$ cat config.mk
export PLATFORM = sky130hd
export DESIGN_NAME = ext_bus_ctrl_flat
export DESIGN_NICKNAME = d
export VERILOG_FILES = /design/src/rtl/ext_bus_ctrl_pkg.sv /design/src/rtl/ext_bus_ctrl_if.sv /design/src/rtl/ext_bus_ctrl_wait_ctr.sv /design/src/rtl/ext_bus_ctrl.sv /design/src/flat_wrapper.sv
export SDC_FILE = /design/constraint.sdc
export NUM_CORES = 1
export LEC_CHECK = 0
export BUFFER_PORTS_ARGS = -buffer_cell sky130_fd_sc_hd__buf_4
export CAP_MARGIN = 5
export CELL_PAD_IN_SITES_DETAIL_PLACEMENT = 0
export CELL_PAD_IN_SITES_GLOBAL_PLACEMENT = 1
export CORE_ASPECT_RATIO = 1.25
export CORE_MARGIN = 4
export CORE_UTILIZATION = 35
export CTS_CLUSTER_DIAMETER = 200
export DETAILED_ROUTE_END_ITERATION = 7
export GPL_ROUTABILITY_DRIVEN = 0
export GPL_TIMING_DRIVEN = 0
export PLACE_DENSITY = 0.78
export SYNTH_ARGS = -nofsm -noshare
export SYNTH_HDL_FRONTEND = slang
export SYNTH_SLANG_ARGS = --single-unit
$ cat constraint.sdc
create_clock -name CLK -period 2.9 [get_ports CLK]
set_input_delay 0.29 -clock CLK [delete_from_list [all_inputs] [get_ports CLK]]
set_output_delay 0.29 -clock CLK [all_outputs]
set_load 0.1 [all_outputs]
$ cat src/rtl/ext_bus_ctrl_pkg.sv
// ext_bus_pkg: shared types and constants for the external bus-cycle
// controller (state encoding, region decode, counter widths, IO timeout).
// The IO-ready timeout constants are only used when EXT_BUS_IO_READY_EN
// is defined.
package ext_bus_pkg;

  // Bus-cycle sequencer states
  typedef enum logic [1:0] {
    IDLE   = 2'd0,
    SETUP  = 2'd1,
    STROBE = 2'd2,
    HOLD   = 2'd3
  } bus_state_e;

  // Address regions selected by the decoder
  typedef enum logic {
    REGION_SRAM = 1'b0,
    REGION_IO   = 1'b1
  } region_e;

  // Strobe wait counter width (wait counts 0..15)
  localparam int CNT_W = 4;

  // IO-ready timeout: cycles spent stalled at count 0 before the cycle is forced to end
  localparam int TIMEOUT_CYCLES = 256;
  localparam int TMO_W          = 9;

  // The IO page is one 4 KB page selected by the top address nibble
  function automatic region_e decode_region(input logic [15:0] addr,
                                            input logic [3:0]  io_page);
    region_e r;
    if (addr[15:12] == io_page) begin
      r = REGION_IO;
    end else begin
      r = REGION_SRAM;
    end
    return r;
  endfunction

endpackage

$ cat src/rtl/ext_bus_ctrl_if.sv
// ext_bus_ctrl_if: core-side strobes plus SRAM/IO-side bus of the external
// bus-cycle controller. IO_RDYN exists only when EXT_BUS_IO_READY_EN is
// defined. The controller uses the slave modport; whatever drives the core
// pins and models the memory uses the master modport.
interface ext_bus_ctrl_if;

  // core side
  logic [15:0] ADDR_BUF;
  logic [15:0] DOUT_BUF;
  logic        RDN_BUF;
  logic        WRN0_BUF;
  logic        WRN1_BUF;
  logic        ABUS_OEN;
  logic [15:0] DIN;
  logic        WAIT;
  logic        BUS_ERR;

  // memory / IO side
  logic [14:0] MEM_A;
  logic [15:0] MEM_DOUT;
  logic [15:0] MEM_DIN;
  logic        MEM_DOE;
  logic        MEM_CEN;
  logic        IO_CEN;
  logic        MEM_OEN;
  logic        MEM_WEN;
  logic        MEM_LBN;
  logic        MEM_UBN;
`ifdef EXT_BUS_IO_READY_EN
  logic        IO_RDYN;
`endif

  modport slave (
    input  ADDR_BUF, DOUT_BUF, RDN_BUF, WRN0_BUF, WRN1_BUF, ABUS_OEN, MEM_DIN,
    output DIN, WAIT, BUS_ERR, MEM_A, MEM_DOUT, MEM_DOE, MEM_CEN, IO_CEN,
           MEM_OEN, MEM_WEN, MEM_LBN, MEM_UBN
`ifdef EXT_BUS_IO_READY_EN
    , input IO_RDYN
`endif
  );

  modport master (
    output ADDR_BUF, DOUT_BUF, RDN_BUF, WRN0_BUF, WRN1_BUF, ABUS_OEN, MEM_DIN,
    input  DIN, WAIT, BUS_ERR, MEM_A, MEM_DOUT, MEM_DOE, MEM_CEN, IO_CEN,
           MEM_OEN, MEM_WEN, MEM_LBN, MEM_UBN
`ifdef EXT_BUS_IO_READY_EN
    , output IO_RDYN
`endif
  );

endinterface

$ cat src/rtl/ext_bus_ctrl_wait_ctr.sv
// ext_bus_wait_ctr: loadable strobe-width down-counter with zero flag.
// With EXT_BUS_IO_READY_EN defined it also counts stalled cycles and flags
// the IO-ready timeout on the last allowed stall cycle.
module ext_bus_wait_ctr
  import ext_bus_pkg::*;
(
  input  logic             clk,
  input  logic             rst_n,
  input  logic             load,
  input  logic [CNT_W-1:0] load_val,
  input  logic             dec,
  output logic             zero
`ifdef EXT_BUS_IO_READY_EN
  ,
  input  logic             stall,
  output logic             timeout
`endif
);

  logic [CNT_W-1:0] cnt_r;

  // Strobe wait counter: load at SETUP, count down to zero during STROBE
  always_ff @(posedge clk or negedge rst_n) begin
    if (!rst_n) begin
      cnt_r <= {CNT_W{1'b0}};
    end else if (load) begin
      cnt_r <= load_val;
    end else if (dec && (cnt_r != {CNT_W{1'b0}})) begin
      cnt_r <= cnt_r - {{(CNT_W-1){1'b0}}, 1'b1};
    end else begin
      cnt_r <= cnt_r;
    end
  end

  assign zero = (cnt_r == {CNT_W{1'b0}});

`ifdef EXT_BUS_IO_READY_EN
  logic [TMO_W-1:0] tmo_r;

  // Stall cycle counter: cleared with each new cycle, advances while IO is not ready
  always_ff @(posedge clk or negedge rst_n) begin
    if (!rst_n) begin
      tmo_r <= {TMO_W{1'b0}};
    end else if (load) begin
      tmo_r <= {TMO_W{1'b0}};
    end else if (stall && !timeout) begin
      tmo_r <= tmo_r + {{(TMO_W-1){1'b0}}, 1'b1};
    end else begin
      tmo_r <= tmo_r;
    end
  end

  // Raised during the final permitted stall cycle so the sequencer exits on that edge
  assign timeout = stall && (tmo_r == TMO_W'(TIMEOUT_CYCLES - 1));
`endif

endmodule

$ cat src/rtl/ext_bus_ctrl.sv
// ext_bus_ctrl: converts the core's level bus strobes into sequenced
// SRAM/IO cycles (setup, parameterised strobe width, hold) with byte-lane
// enables, and stretches the core with WAIT while a cycle runs.
// Optional feature macro: EXT_BUS_IO_READY_EN adds IO_RDYN handshaking with
// a fixed timeout for IO-page cycles.
module ext_bus_ctrl
  import ext_bus_pkg::*;
#(
  parameter int unsigned WAIT_SRAM = 1,
  parameter int unsigned WAIT_IO   = 3,
  parameter logic [3:0]  IO_PAGE   = 4'hF
) (
  input logic           CLK,
  input logic           RESETN,
  ext_bus_ctrl_if.slave bus
);

  // sequencer state and latched cycle attributes
  bus_state_e  state_r;
  region_e     region_r;
  logic        is_write_r;
  logic [2:0]  strb_hist_r;

  // registered outputs
  logic [15:0] din_r;
  logic        wait_r;
  logic        bus_err_r;
  logic [14:0] mem_a_r;
  logic [15:0] mem_dout_r;
  logic        mem_doe_r;
  logic        mem_cen_r;
  logic        io_cen_r;
  logic        mem_oen_r;
  logic        mem_wen_r;
  logic        mem_lbn_r;
  logic        mem_ubn_r;

  // combinational decode
  logic [2:0]       strb_now_s;
  logic [2:0]       strb_fall_s;
  logic             req_s;
  logic             wr_req_s;
  logic             conflict_s;
  region_e          region_s;
  logic             ctr_load_s;
  logic [CNT_W-1:0] ctr_val_s;
  logic             ctr_dec_s;
  logic             ctr_zero_s;
  logic             unused_addr_s;
`ifdef EXT_BUS_IO_READY_EN
  logic             stall_s;
  logic             timeout_s;
`endif

  // address bit 0 selects a byte within the word and is carried by the lane strobes
  assign unused_addr_s = bus.ADDR_BUF[0];

  // Request detection, region decode and wait counter controls
  always_comb begin
    strb_now_s  = {bus.RDN_BUF, bus.WRN0_BUF, bus.WRN1_BUF};
    strb_fall_s = strb_hist_r & ~strb_now_s;
    req_s       = (strb_fall_s != 3'b000) && !bus.ABUS_OEN;
    wr_req_s    = !bus.WRN0_BUF || !bus.WRN1_BUF;
    conflict_s  = !bus.RDN_BUF && wr_req_s;
    region_s    = decode_region(bus.ADDR_BUF, IO_PAGE);
    ctr_load_s  = (state_r == SETUP);
    if (region_r == REGION_IO) begin
      ctr_val_s = CNT_W'(WAIT_IO);
    end else begin
      ctr_val_s = CNT_W'(WAIT_SRAM);
    end
    ctr_dec_s   = (state_r == STROBE) && !ctr_zero_s;
`ifdef EXT_BUS_IO_READY_EN
    stall_s     = (state_r == STROBE) && ctr_zero_s &&
                  (region_r == REGION_IO) && bus.IO_RDYN;
`endif
  end

  ext_bus_wait_ctr u_wait_ctr (
    .clk      (CLK),
    .rst_n    (RESETN),
    .load     (ctr_load_s),
    .load_val (ctr_val_s),
    .dec      (ctr_dec_s),
    .zero     (ctr_zero_s)
`ifdef EXT_BUS_IO_READY_EN
    ,
    .stall    (stall_s),
    .timeout  (timeout_s)
`endif
  );

  // Strobe history for edge detection; tracks the pins even mid-cycle so a
  // strobe held low across a cycle cannot retrigger until it returns high
  always_ff @(posedge CLK or negedge RESETN) begin
    if (!RESETN) begin
      strb_hist_r <= 3'b111;
    end else begin
      strb_hist_r <= strb_now_s;
    end
  end

  // Bus-cycle sequencer with all outputs registered
  always_ff @(posedge CLK or negedge RESETN) begin
    if (!RESETN) begin
      state_r    <= IDLE;
      region_r   <= REGION_SRAM;
      is_write_r <= 1'b0;
      din_r      <= 16'h0000;
      wait_r     <= 1'b0;
      bus_err_r  <= 1'b0;
      mem_a_r    <= 15'h0000;
      mem_dout_r <= 16'h0000;
      mem_doe_r  <= 1'b0;
      mem_cen_r  <= 1'b1;
      io_cen_r   <= 1'b1;
      mem_oen_r  <= 1'b1;
      mem_wen_r  <= 1'b1;
      mem_lbn_r  <= 1'b1;
      mem_ubn_r  <= 1'b1;
    end else begin
      bus_err_r <= 1'b0;
      case (state_r)
        IDLE: begin
          if (req_s) begin
            state_r    <= SETUP;
            wait_r     <= 1'b1;
            mem_a_r    <= bus.ADDR_BUF[15:1];
            mem_dout_r <= bus.DOUT_BUF;
            is_write_r <= wr_req_s;
            region_r   <= region_s;
            mem_doe_r  <= wr_req_s;
            // a simultaneous read and write strobe performs the write and flags it
            bus_err_r  <= conflict_s;
            mem_cen_r  <= (region_s == REGION_IO);
            io_cen_r   <= (region_s != REGION_IO);
            if (wr_req_s) begin
              mem_lbn_r <= bus.WRN0_BUF;
              mem_ubn_r <= bus.WRN1_BUF;
            end else begin
              mem_lbn_r <= 1'b0;
              mem_ubn_r <= 1'b0;
            end
          end else begin
            state_r <= IDLE;
          end
        end
        SETUP: begin
          state_r <= STROBE;
          if (is_write_r) begin
            mem_wen_r <= 1'b0;
          end else begin
            mem_oen_r <= 1'b0;
          end
        end
        STROBE: begin
          if (!ctr_zero_s) begin
            state_r <= STROBE;
`ifdef EXT_BUS_IO_READY_EN
          end else if (stall_s && !timeout_s) begin
            state_r <= STROBE;
          end else if (stall_s) begin
            // IO device never became ready: end the cycle and report it
            state_r   <= HOLD;
            bus_err_r <= 1'b1;
            mem_oen_r <= 1'b1;
            mem_wen_r <= 1'b1;
            if (!is_write_r) begin
              din_r <= 16'hFFFF;
            end else begin
              din_r <= din_r;
            end
`endif
          end else begin
            state_r   <= HOLD;
            mem_oen_r <= 1'b1;
            mem_wen_r <= 1'b1;
            if (!is_write_r) begin
              din_r <= bus.MEM_DIN;
            end else begin
              din_r <= din_r;
            end
          end
        end
        HOLD: begin
          state_r   <= IDLE;
          wait_r    <= 1'b0;
          mem_doe_r <= 1'b0;
          mem_cen_r <= 1'b1;
          io_cen_r  <= 1'b1;
          mem_lbn_r <= 1'b1;
          mem_ubn_r <= 1'b1;
        end
        default: begin
          state_r   <= IDLE;
          wait_r    <= 1'b0;
          mem_doe_r <= 1'b0;
          mem_cen_r <= 1'b1;
          io_cen_r  <= 1'b1;
          mem_oen_r <= 1'b1;
          mem_wen_r <= 1'b1;
          mem_lbn_r <= 1'b1;
          mem_ubn_r <= 1'b1;
        end
      endcase
    end
  end

  assign bus.DIN      = din_r;
  assign bus.WAIT     = wait_r;
  assign bus.BUS_ERR  = bus_err_r;
  assign bus.MEM_A    = mem_a_r;
  assign bus.MEM_DOUT = mem_dout_r;
  assign bus.MEM_DOE  = mem_doe_r;
  assign bus.MEM_CEN  = mem_cen_r;
  assign bus.IO_CEN   = io_cen_r;
  assign bus.MEM_OEN  = mem_oen_r;
  assign bus.MEM_WEN  = mem_wen_r;
  assign bus.MEM_LBN  = mem_lbn_r;
  assign bus.MEM_UBN  = mem_ubn_r;

endmodule
$ cat src/flat_wrapper.sv
// flat-port wrapper written by rule: the top's interface ports become plain ports
module ext_bus_ctrl_flat import ext_bus_pkg::*;
#(
  parameter int unsigned WAIT_SRAM = 1,
  parameter int unsigned WAIT_IO   = 3,
  parameter logic [3:0]  IO_PAGE   = 4'hF
)
  (CLK, RESETN, bus_ADDR_BUF, bus_DOUT_BUF, bus_RDN_BUF, bus_WRN0_BUF, bus_WRN1_BUF, bus_ABUS_OEN, bus_MEM_DIN, bus_DIN, bus_WAIT, bus_BUS_ERR, bus_MEM_A, bus_MEM_DOUT, bus_MEM_DOE, bus_MEM_CEN, bus_IO_CEN, bus_MEM_OEN, bus_MEM_WEN, bus_MEM_LBN, bus_MEM_UBN);
  ext_bus_ctrl_if bus_i ();
  input logic CLK;
  input logic RESETN;
  input wire logic [$bits(bus_i.ADDR_BUF)-1:0] bus_ADDR_BUF;
  input wire logic [$bits(bus_i.DOUT_BUF)-1:0] bus_DOUT_BUF;
  input wire logic [$bits(bus_i.RDN_BUF)-1:0] bus_RDN_BUF;
  input wire logic [$bits(bus_i.WRN0_BUF)-1:0] bus_WRN0_BUF;
  input wire logic [$bits(bus_i.WRN1_BUF)-1:0] bus_WRN1_BUF;
  input wire logic [$bits(bus_i.ABUS_OEN)-1:0] bus_ABUS_OEN;
  input wire logic [$bits(bus_i.MEM_DIN)-1:0] bus_MEM_DIN;
  output wire logic [$bits(bus_i.DIN)-1:0] bus_DIN;
  output wire logic [$bits(bus_i.WAIT)-1:0] bus_WAIT;
  output wire logic [$bits(bus_i.BUS_ERR)-1:0] bus_BUS_ERR;
  output wire logic [$bits(bus_i.MEM_A)-1:0] bus_MEM_A;
  output wire logic [$bits(bus_i.MEM_DOUT)-1:0] bus_MEM_DOUT;
  output wire logic [$bits(bus_i.MEM_DOE)-1:0] bus_MEM_DOE;
  output wire logic [$bits(bus_i.MEM_CEN)-1:0] bus_MEM_CEN;
  output wire logic [$bits(bus_i.IO_CEN)-1:0] bus_IO_CEN;
  output wire logic [$bits(bus_i.MEM_OEN)-1:0] bus_MEM_OEN;
  output wire logic [$bits(bus_i.MEM_WEN)-1:0] bus_MEM_WEN;
  output wire logic [$bits(bus_i.MEM_LBN)-1:0] bus_MEM_LBN;
  output wire logic [$bits(bus_i.MEM_UBN)-1:0] bus_MEM_UBN;
  assign bus_i.ADDR_BUF = bus_ADDR_BUF;
  assign bus_i.DOUT_BUF = bus_DOUT_BUF;
  assign bus_i.RDN_BUF = bus_RDN_BUF;
  assign bus_i.WRN0_BUF = bus_WRN0_BUF;
  assign bus_i.WRN1_BUF = bus_WRN1_BUF;
  assign bus_i.ABUS_OEN = bus_ABUS_OEN;
  assign bus_i.MEM_DIN = bus_MEM_DIN;
  assign bus_DIN = bus_i.DIN;
  assign bus_WAIT = bus_i.WAIT;
  assign bus_BUS_ERR = bus_i.BUS_ERR;
  assign bus_MEM_A = bus_i.MEM_A;
  assign bus_MEM_DOUT = bus_i.MEM_DOUT;
  assign bus_MEM_DOE = bus_i.MEM_DOE;
  assign bus_MEM_CEN = bus_i.MEM_CEN;
  assign bus_IO_CEN = bus_i.IO_CEN;
  assign bus_MEM_OEN = bus_i.MEM_OEN;
  assign bus_MEM_WEN = bus_i.MEM_WEN;
  assign bus_MEM_LBN = bus_i.MEM_LBN;
  assign bus_MEM_UBN = bus_i.MEM_UBN;
  ext_bus_ctrl #(.WAIT_SRAM(WAIT_SRAM), .WAIT_IO(WAIT_IO), .IO_PAGE(IO_PAGE)) u_core (.CLK(CLK), .RESETN(RESETN), .bus(bus_i));
endmodule
==> metrics.yaml <==
worst_setup_path:
  reg2reg_depth: 6
  path_buf_inv: 3
  worst-path-stages: 6
  cp_data_required_time_ns: 3.12
  r2r_start: "u_core.state_r[1]"
  slowest_stage: "a311oi_2"
  worstPathArrival_ns: 2.35
  path_max_fanout: 10
  path_cells: "inv_1 -> ha_1 -> inv_2 -> a311oi_2 -> buf_4 -> mux2_1"
  critPathTopFamily: "compound AO/OA/AOI/OAI gates"
  critPathKind: "register to register"
  end_kind: "register"
  slowest_delay_ns: 0.50
  cp-startpoint: "u_core.state_r[1]"
  critPathLaunchType: "register"
yosys:
  ys_ff_latch: 67
  async_reset_ff_share_pct: 100
  ys_types: 29
  syn-mean-instance-area_um2: 14.4
  synth.yosys.warnings: 0
  synthesis.instances: 189
  synth_nets: 250
  synth-main-ff-cell: "dfrtp_1"
  synth.cell_area_um2: 2720
  synth-edff-count: 0
  synth-seq-area-share_pct: 62.1
place:
  dp_hpwl_um: 4440
  portBuffers: 108
sta:
  grt_setup_unrepaired: "no"
  finClkSkew_ns: 0.0136
  slew_viol_final: 0
  clock.fmax_mhz: 469
  hold_viol: 0
  finalSetupTns_ns: 0
  fin_crit_ns: 2.13
  fin_crit_sh_pct: 73.6
  tightest_slew_ns: 0.837
  relSlewSlack_pct: 44.2
  setup_viol: 0
route:
  routed_wl_um: 6060
  post_drt_via_cell_ratio: 4.70
  route.vias.total: 1902
  drt_first_pass_iters: 6
  drt_iter0_markers: 42
  drc_errors: 0
  wl_per_cell_um: 15.0
  ant_nets: 0
cells_and_area:
  nFillCells: 717
  multi_input_area_um2: 963
  area.growth.synth_to_final_pct: 41.7
  antenna_cells: 0
  nets: 369
  drive_above_1_share_pct: 50.5
  seqCellArea_um2: 1690
floorplan:
  core_um2: 7440
  dieHeight_um: 106
  die_area_um2: 9240
  placement_rows: 35
  die_w_um: 86.8
  initial_utilization_pct: 36.5
  ioPinCount: 110
global_route:
  grt_max_degree: 68
  antenna_found_initial: 0
  track_usage_pct: 14.1
  overflow: 0
  grt_pass1_wl_um: 10200
  first_global_vias: 2080
clock_tree:
  cts_hold_buf: 0
  clockBufferDepth: 2
  cts_buffers: 9
  tritoncts: "yes"
  ctsResizeCount: 0
  worstSkewPairLatency_ns: 0.34
  htreeDepth: 3
  clk_pin_slew_ns: 0.08
  root_buffer: "clkbuf_8"
  cts_setup_buffers: 0
  cts_sinks: 67
run_status:
  outcome: "complete, no violations"
min_path:
  hold_path.class: "input port to async pin"
run:
  maxCapViolations: 0
-- cells by family after synthesis --
| logic type | synth area share [%] |
|---|---|
| AOI/OAI and AO/OA | 4.28 |
| xor gates and xnor gates | 0.967 |
| adders and majority gates | 3.22 |
| buffers and inverters | 2.40 |
| DFF | 62.1 |
| muxes | 20.7 |
| and+or+nand+nor | 6.26 |
-- layer usage --
| metal | global-route usage (%) | vias up | wire, um |
|---|---|---|---|
| met5 | 0 | - | 0 |
| met4 | 6.46 | 0 | 129 |
| met3 | 5.58 | 11 | 508 |
| met2 | 23.3 | 68 | 3060 |
| met1 | 15.9 | 927 | 2370 |
| li1 | - | 896 | - |
-- layout by cell type (no fill, tap or decap), types with 2 or more instances in the layout --
cell      Yosys  layout
buf_4         4     112
dfrtp_1      58      58
mux2_1       31      31
mux2_2       19      19
clkbuf_8      0      12
nor2_1        9       9
dfstp_2       9       9
nand2b_1      8       8
inv_1         7       7
ha_1          7       7
nand3_1       5       5
nand2_1       5       5
a21oi_1       4       4
o22a_1        4       4
a31oi_1       2       2
xor2_1        2       2
o22ai_1       2       2
clkbuf_1      0       2
-- per-stage QoR --
stage	hold slack, ns	cells	instance area, um^2	worst slack (ns)	utilization (%)
floorplan	-0.00559	189	2720	1.10	-
global placement	0.412	389	3640	0.709	48.9
detailed placement	0.415	389	3640	0.724	48.9
CTS	0.0518	405	3850	0.694	51.7
global route	0.0460	405	3850	0.556	51.7
finish	0.0306	405	3850	0.767	51.7
-- Yosys cell counts (all sizes together), types with 2 or more instances --
cell     n  area, um^2
nand2b   8        50.1
nand2    5        18.8
inv      8        30.0
buf      5        35.0
dfstp    9         236
o22ai    2        12.5
mux2    50         563
nand3    5        25.0
o22a     4        35.0
nor2    10        40.0
ha       7        87.6
a31oi    2        12.5
a21oi    4        20.0
dfrtp   58        1450
xor2     2        17.5
-- sequential cells by signal, summed over array words and instances (netlist names) --
signal / cells
u_core.bus.MEM_LBN: 1
u_core.bus.DIN: 16
u_core.bus.MEM_OEN: 1
u_core.bus.MEM_WEN: 1
u_core.is_write_r: 1
u_core.region_r: 1
u_core.strb_hist_r: 3
u_core.bus.MEM_DOUT: 16
u_core.bus.IO_CEN: 1
u_core.bus.MEM_DOE: 1
u_core.u_wait_ctr.cnt_r: 4
u_core.bus.BUS_ERR: 1
u_core.bus.MEM_UBN: 1
u_core.bus.WAIT: 1
u_core.state_r: 2
u_core.bus.MEM_A: 15
u_core.bus.MEM_CEN: 1
-- final cells by class --
class | instances | share of cell area [%]
buffer | 5 | 0.910
clock buffer | 14 | 4.48
clock inverter | 2 | 0.910
inverter | 8 | 0.780
multi-input combinational | 109 | 25.0
sequential | 67 | 43.8
tap | 92 | 2.99
timing repair buffer | 108 | 21.1
-- final timing paths --
kind,end,slack (ns)
worst max-delay path,u_core.bus.MEM_A[4],0.77
worst min-delay path,u_core.bus.MEM_DOUT[8],0.03
worst max register to register,u_core.bus.MEM_A[4],0.77
worst min register to register,u_core.bus.MEM_DOUT[9],0.49
max in group asynchronous,u_core.bus.DIN[0],2.29
min in group CLK,u_core.strb_hist_r[2],0.07
-- worst register-to-register path, stage by stage, from the launching register on --
cell and delay [ns]:
dfrtp_1 0.40, inv_1 0.11, ha_1 0.30, inv_2 0.07, a311oi_2 0.50, buf_4 0.29
mux2_1 0.34
Power is not shown: default switching activity piles up to over one toggle a cycle in this logic, so the estimate is an artifact.
